$ cat src/rtl/rx_lane_deskew_ctrl.sv
// Lane-deskew master controller: common read start, AM agreement FSM,
// common buffer reset generation and sticky status for software.
module rx_lane_deskew_ctrl #(
  parameter int LNUM     = 4,
  parameter int CW       = 8,
  parameter int RST_HOLD = 15,
  parameter int TMO_W    = 16
) (
  input  logic             i_clk,
  input  logic             i_rst,
  input  logic [LNUM-1:0]  i_lden,
  input  logic [LNUM-1:0]  i_wr_half_full,
  input  logic [LNUM-1:0]  i_am_locked,
  input  logic [LNUM-1:0]  i_is_am,
  input  logic [LNUM-1:0]  i_flow,
  input  logic [CW-1:0]    i_align_det_thres,
  input  logic [CW-1:0]    i_align_los_thres,
  input  logic [TMO_W-1:0] i_acq_timeout,
  input  logic             i_err_clr,
  output logic             o_rd_en,
  output logic             o_rst_all_n,
  output logic             o_align_acqr,
  output logic             o_am_match_err,
  output logic [1:0]       o_fsm,
  output logic [LNUM-1:0]  o_err_lanes,
  output logic [4:0]       o_rst_cause,
  output logic [CW-1:0]    o_loa_cnt
);

  typedef enum logic [1:0] {
    S_LOSS = 2'd0,
    S_DET  = 2'd1,
    S_ACQ  = 2'd2,
    S_VER  = 2'd3
  } state_t;

  localparam int HW = $clog2(RST_HOLD + 1);

  state_t            r_fsm;
  state_t            w_fsm_nxt;
  logic [CW-1:0]     r_det_cnt;
  logic [CW-1:0]     w_det_nxt;
  logic [CW-1:0]     r_los_cnt;
  logic [CW-1:0]     w_los_nxt;
  logic              r_rd_en;
  logic              r_rst_all_n;
  logic              r_acqr;
  logic              r_fsm_req;
  logic              w_fsm_req;
  logic              r_tmo_req;
  logic [TMO_W-1:0]  r_tmo_cnt;
  logic [HW-1:0]     r_hold_cnt;
  logic [LNUM-1:0]   r_lden_q;
  logic [LNUM-1:0]   r_err_lanes;
  logic [4:0]        r_rst_cause;
  logic [CW-1:0]     r_loa_cnt;

  logic              w_all;
  logic              w_none;
  logic              w_err;
  logic              w_hold_act;
  logic              w_flow_hit;
  logic              w_src_flow;
  logic              w_src_lock;
  logic              w_src_lden;
  logic [4:0]        w_src;
  logic              w_dom_rst;
  logic              w_rd_set;
  logic              w_acq_nxt;
  logic              w_tmo_run;
  logic              w_tmo_hit;
  logic              w_loa_inc;
  logic [CW-1:0]     w_loa_base;

  assign w_all  = r_rd_en & (&(i_is_am | ~i_lden));
  assign w_none = r_rd_en & ~(|(i_is_am & i_lden));
  assign w_err  = r_rd_en & ~(w_all | w_none);

  // Flow is ignored while a hold is running; it is re-sampled once idle.
  assign w_hold_act = (r_hold_cnt != '0);
  assign w_flow_hit = ~w_hold_act & (|(i_flow & i_lden));
  assign w_src_flow = w_hold_act | w_flow_hit;
  assign w_src_lock = |(~i_am_locked & i_lden);
  assign w_src_lden = (i_lden != r_lden_q);

  assign w_src = {r_tmo_req, w_src_lden, r_fsm_req,
                  w_src_lock, w_src_flow};

  assign w_dom_rst = i_rst | ~r_rst_all_n;
  assign w_rd_set  = (|i_lden) & (&(i_wr_half_full | ~i_lden));

  always_comb begin
    w_fsm_nxt = r_fsm;
    w_det_nxt = '0;
    w_los_nxt = '0;
    w_fsm_req = 1'b0;
    unique case (r_fsm)
      S_LOSS: begin
        if (w_all) w_fsm_nxt = S_DET;
        else if (w_err) w_fsm_req = 1'b1;
      end
      S_DET: begin
        if (w_err) begin
          w_fsm_nxt = S_LOSS;
        end else if (w_all) begin
          if (r_det_cnt == i_align_det_thres) w_fsm_nxt = S_ACQ;
          else w_det_nxt = r_det_cnt + CW'(1);
        end else begin
          w_det_nxt = r_det_cnt;
        end
      end
      S_ACQ: begin
        if (w_err) w_fsm_nxt = S_VER;
      end
      S_VER: begin
        if (w_all && r_los_cnt == '0) w_fsm_nxt = S_ACQ;
        else if (w_err && r_los_cnt == i_align_los_thres)
          w_fsm_nxt = S_LOSS;
        else if (w_err) w_los_nxt = r_los_cnt + CW'(1);
        else if (w_all) w_los_nxt = r_los_cnt - CW'(1);
        else w_los_nxt = r_los_cnt;
      end
      default: w_fsm_nxt = S_LOSS;
    endcase
    if (w_dom_rst) begin
      w_fsm_nxt = S_LOSS;
      w_det_nxt = '0;
      w_los_nxt = '0;
      w_fsm_req = 1'b0;
    end
  end

  assign w_acq_nxt = (w_fsm_nxt == S_ACQ) | (w_fsm_nxt == S_VER);

  assign w_tmo_run = r_rd_en & (i_acq_timeout != '0) &
                     ((r_fsm == S_LOSS) | (r_fsm == S_DET));
  assign w_tmo_hit = w_tmo_run & (r_tmo_cnt == i_acq_timeout);

  always_ff @(posedge i_clk) begin
    r_fsm       <= w_fsm_nxt;
    r_det_cnt   <= w_det_nxt;
    r_los_cnt   <= w_los_nxt;
    r_fsm_req   <= w_fsm_req;
    r_acqr      <= w_acq_nxt;
    r_rd_en     <= ~w_dom_rst & (r_rd_en | w_rd_set);
    r_rst_all_n <= ~i_rst & ~(|w_src);
  end

  always_ff @(posedge i_clk) begin
    if (w_dom_rst) begin
      r_tmo_cnt <= '0;
      r_tmo_req <= 1'b0;
    end else begin
      r_tmo_req <= w_tmo_hit;
      if (w_tmo_hit || w_fsm_nxt == S_ACQ) r_tmo_cnt <= '0;
      else if (w_tmo_run) r_tmo_cnt <= r_tmo_cnt + TMO_W'(1);
    end
  end

  always_ff @(posedge i_clk) begin
    if (i_rst) r_hold_cnt <= '0;
    else if (w_flow_hit) r_hold_cnt <= HW'(RST_HOLD - 1);
    else if (w_hold_act) r_hold_cnt <= r_hold_cnt - HW'(1);
  end

  // A clear and a new event in the same cycle keeps the new event.
  assign w_loa_inc  = r_acqr & ~w_acq_nxt;
  assign w_loa_base = i_err_clr ? '0 : r_loa_cnt;

  always_ff @(posedge i_clk) begin
    if (i_rst) begin
      r_lden_q    <= '0;
      r_err_lanes <= '0;
      r_rst_cause <= '0;
      r_loa_cnt   <= '0;
    end else begin
      r_lden_q    <= i_lden;
      r_rst_cause <= (i_err_clr ? 5'd0 : r_rst_cause) | w_src;
      r_err_lanes <= (i_err_clr ? '0 : r_err_lanes) |
                     (w_err ? (i_lden & ~i_is_am) : '0);
      if (w_loa_inc && w_loa_base != '1)
        r_loa_cnt <= w_loa_base + CW'(1);
      else
        r_loa_cnt <= w_loa_base;
    end
  end

  assign o_rd_en        = r_rd_en;
  assign o_rst_all_n    = r_rst_all_n;
  assign o_align_acqr   = r_acqr;
  assign o_am_match_err = w_err & ~i_rst;
  assign o_fsm          = r_fsm;
  assign o_err_lanes    = r_err_lanes;
  assign o_rst_cause    = r_rst_cause;
  assign o_loa_cnt      = r_loa_cnt;

endmodule

$ cat config.mk
export PLATFORM = sky130hd
export DESIGN_NAME = rx_lane_deskew_ctrl
export DESIGN_NICKNAME = d
export VERILOG_FILES = /design/src/rtl/rx_lane_deskew_ctrl.sv
export SDC_FILE = /design/constraint.sdc
export NUM_CORES = 1
export LEC_CHECK = 0
export ABC_CLOCK_PERIOD_IN_PS = 6100
export CAP_MARGIN = 15
export CORE_AREA = 5 5 89 91
export DETAILED_ROUTE_END_ITERATION = 8
export DIE_AREA = 0 0 94 96
export DONT_BUFFER_PORTS = 1
export PLACE_DENSITY = 0.77
export SLEW_MARGIN = 20
export SYNTH_ARGS = -nofsm -noshare
export SYNTH_HDL_FRONTEND = slang
export SYNTH_SLANG_ARGS = --single-unit
$ cat constraint.sdc
create_clock -name i_clk -period 6.1 [get_ports i_clk]
set_clock_uncertainty 0.15 [all_clocks]
set_input_delay 0.915 -clock i_clk [delete_from_list [all_inputs] [get_ports i_clk]]
set_output_delay 0.915 -clock i_clk [all_outputs]
set_load 0.02 [all_outputs]
==> run summary <==
Post-CTS sizing = 0
Critical path endpoint category = primary output
IO Port Bufs = 0
Syn Std Cell Area = 3700 um2
Flop pwr share = 0.459
Main synth FF type = dfxtp_1
Clock sinks = 64
Status = complete, no violations
Number of buffers created by CTS = 9
Register area share after synthesis = 0.346
Antenna violations before repair = 0
Switch Pwr = 0.224 mW
Crit path time final = 3.28 ns
TNS Setup = 0 ns
Tightest Pin Transition = 0.852 ns
Number of global-route vias before repair = 3017
CP required = 5.03 ns
Worst EP arrival = 2.21 ns
Fmax = 305 MHz
Layout cell share with drive strength beyond 1 = 0.0824
Clock tree root buffer cell = clkbuf_8
Crit-path max FO = 13
Leak Pwr = 1.42 nW
DP HPWL = 6.28 mm
Synth Warn # = 0
GRT Util Overall = 0.192
Clk pin slew, worst setup/hold paths = 0.07 ns
Synth Instances = 444
Setup violators final = 0
CTS H-Tree Depth = 3
CP Cell Sequence = and2b_1, nor4_4, nor2_2, inv_2, nor2_1
Die W = 94 um
Cell family with most CP delay = simple AND/OR/NAND/NOR gates
Pins Over Slew Limit = 0
Max cap viols = 0
Post-synthesis async set-or-reset flop share = 0
Switching Fraction = 0.230
Final Util = 0.567
Hold WC Path Type = register to register
Slew headroom = 0.432
Core Rows = 31
Antenna Nets Post-Route = 0
Commonest non-fill, non-tap cell in the layout = dfxtp_1
Via density = 5.66
RSZ-0062 raised after global routing = false
Synthesis-to-layout area growth = 8.18%
Synth cell types = 52
Crit path largest cell delay = 0.42 ns
Pin count of the biggest net entering global routing = 33
Die height = 96 um
Critical Path Start Type = primary input
CP max stage cell = nor2_1
Worst-Skew Late Latency = 0.34 ns
Total core area = 7060 um2
Seq cells post-synth = 64
Vias = 3100
WP buf/inv = 1
CTS tree = done
Grt ovf = 0
Syn nets = 510
Commonest cells after routing, fill and taps aside = 64 x dfxtp_1, 51 x nand2_1, 48 x xnor2_1
Clk pwr share = 0.451
Post-synth EDFFs = 0
Post-CTS setup buffers = 0
Pre-CTS WS = 2.56 ns
Hold buffer count at CTS = 0
Crit path kind = primary input to primary output
# diodes = 0
Period utilization = 0.537
Maximum VDD drop = 0.000196 V
R2R setup slack = 3.02 ns
Mapped Avg Cell Area = 8.33 um2
Initial core utilization = 0.524
DRC viols = 0
First-pass GRT wire length = 13.8 mm
Boundary Pins = 78
PnR worst setup slack = 2.82 ns
Nets = 510
Clock Tree Buf Depth = 2
Routed len/inst = 15.3 um
Pwr dens = 243 nW/um2
Die area = 9020 um2
TritonRoute pass-1 iters = 5
Final WL = 8.39 mm
Fillcell total = 665
GPL Wtd Cong = 0.841
Initial DRC Count = 183
Final hold viol count = 0
Int Power = 0.749 mW
Comb pwr share = 0.090
==> synth_stat cells, types with 3 or more instances <==
cell type,number,share of area
dfxtp_1,64,0.35
nand2_1,51,0.052
xnor2_1,48,0.11
nor2_1,47,0.048
a21oi_1,31,0.042
nand3_1,21,0.028
nand4_1,18,0.030
xor2_1,17,0.040
inv_1,15,0.015
nor4_1,11,0.019
ha_1,10,0.034
a21oi_2,9,0.021
and3_1,8,0.014
clkbuf_1,8,0.0081
mux2i_1,8,0.022
nor3_1,8,0.011
nand2b_1,5,0.0085
a21o_1,4,0.0081
a22oi_1,4,0.0081
buf_6,4,0.012
nor2b_1,4,0.0068
o21ai_0,4,0.0054
o22ai_1,4,0.0068
or3_1,4,0.0068
and2_1,3,0.0051
and2b_1,3,0.0061
==> registers in the layout, summed over array words and instances, names as in the netlist <==
| name | flops |
|---|---|
| o_align_acqr | 1 |
| o_err_lanes | 4 |
| o_fsm | 2 |
| o_loa_cnt | 8 |
| o_rd_en | 1 |
| o_rst_all_n | 1 |
| o_rst_cause | 5 |
| r_det_cnt | 8 |
| r_fsm_req | 1 |
| r_hold_cnt | 4 |
| r_lden_q | 4 |
| r_los_cnt | 8 |
| r_tmo_cnt | 16 |
| r_tmo_req | 1 |
==> power groups by stage <==
stage / Sequential, mW / Clock [mW] / Combinational, mW
after floorplan: 0.453 / 0 / 0.0766
after global placement: 0.455 / 0 / 0.0822
after detailed placement: 0.456 / 0 / 0.0867
after CTS: 0.446 / 0.447 / 0.0874
after global routing: 0.448 / 0.469 / 0.100
final: 0.447 / 0.439 / 0.0874
==> final timing paths <==
check	start	endpoint	cells past startpoint
max reg2reg	o_rd_en	r_los_cnt[7]	10
min	r_fsm_req	o_rst_all_n	1
max	i_is_am[2]	o_am_match_err	5
min reg2reg	r_fsm_req	o_rst_all_n	1
==> logic make-up (layout without fill, tap and decap cells) <==
kind of cell             after synthesis  in the layout  share of synthesized area
multiplexers                          10             10                     0.0277
flip-flops                            64             64                      0.346
buffers and inverters                 29             34                     0.0379
AND/OR/NAND/NOR                      190            190                      0.254
AO/OA/AOI/OAI                         75             75                      0.141
XOR/XNOR                              65             65                      0.154
adder cells (fa/ha/maj)               11             11                     0.0392
==> worst register-to-register path, cell delays in order, from the launching register on <==
cell and delay [ns]:
dfxtp_1 0.54, o21ai_0 0.23, nor2_2 0.35, inv_2 0.22, ha_1 0.32, a21oi_1 0.19, o211ai_1 0.14, o41ai_1 0.36
mux2i_1 0.27, xnor2_1 0.14, nor2_1 0.05
==> through the flow <==
step / std cells / total power [mW] / area [um2] / hold WS (ns)
2_1_floorplan: 444 / 0.530 / 3700 / 0.248
3_3_place_gp: 532 / 0.537 / 3760 / 0.278
3_5_place_dp: 532 / 0.542 / 3760 / 0.281
4_1_cts: 548 / 0.981 / 4000 / 0.290
5_1_grt: 548 / 1.02 / 4000 / 0.309
6_report: 548 / 0.973 / 4000 / 0.278
==> final cells by class <==
cell class / count / area [um2] / share of cell area
inverters: 16 / 60.1 / 0.0150
multi-input cells: 351 / 2280 / 0.569
flip-flops and latches: 64 / 1280 / 0.320
well taps: 99 / 124 / 0.0309
clock buffers: 9 / 124 / 0.0309
repair buffers: 2 / 15.0 / 0.00375
clock inverters: 7 / 120 / 0.0300
==> metal layers <==
metal	global-route usage	share of wire	wire [um]
met3	0.0586	0.055	464
met5	0	0	0
met4	0.0710	0.019	162
met2	0.325	0.48	4030
met1	0.231	0.45	3730
Power figures use the tool's default switching activity.
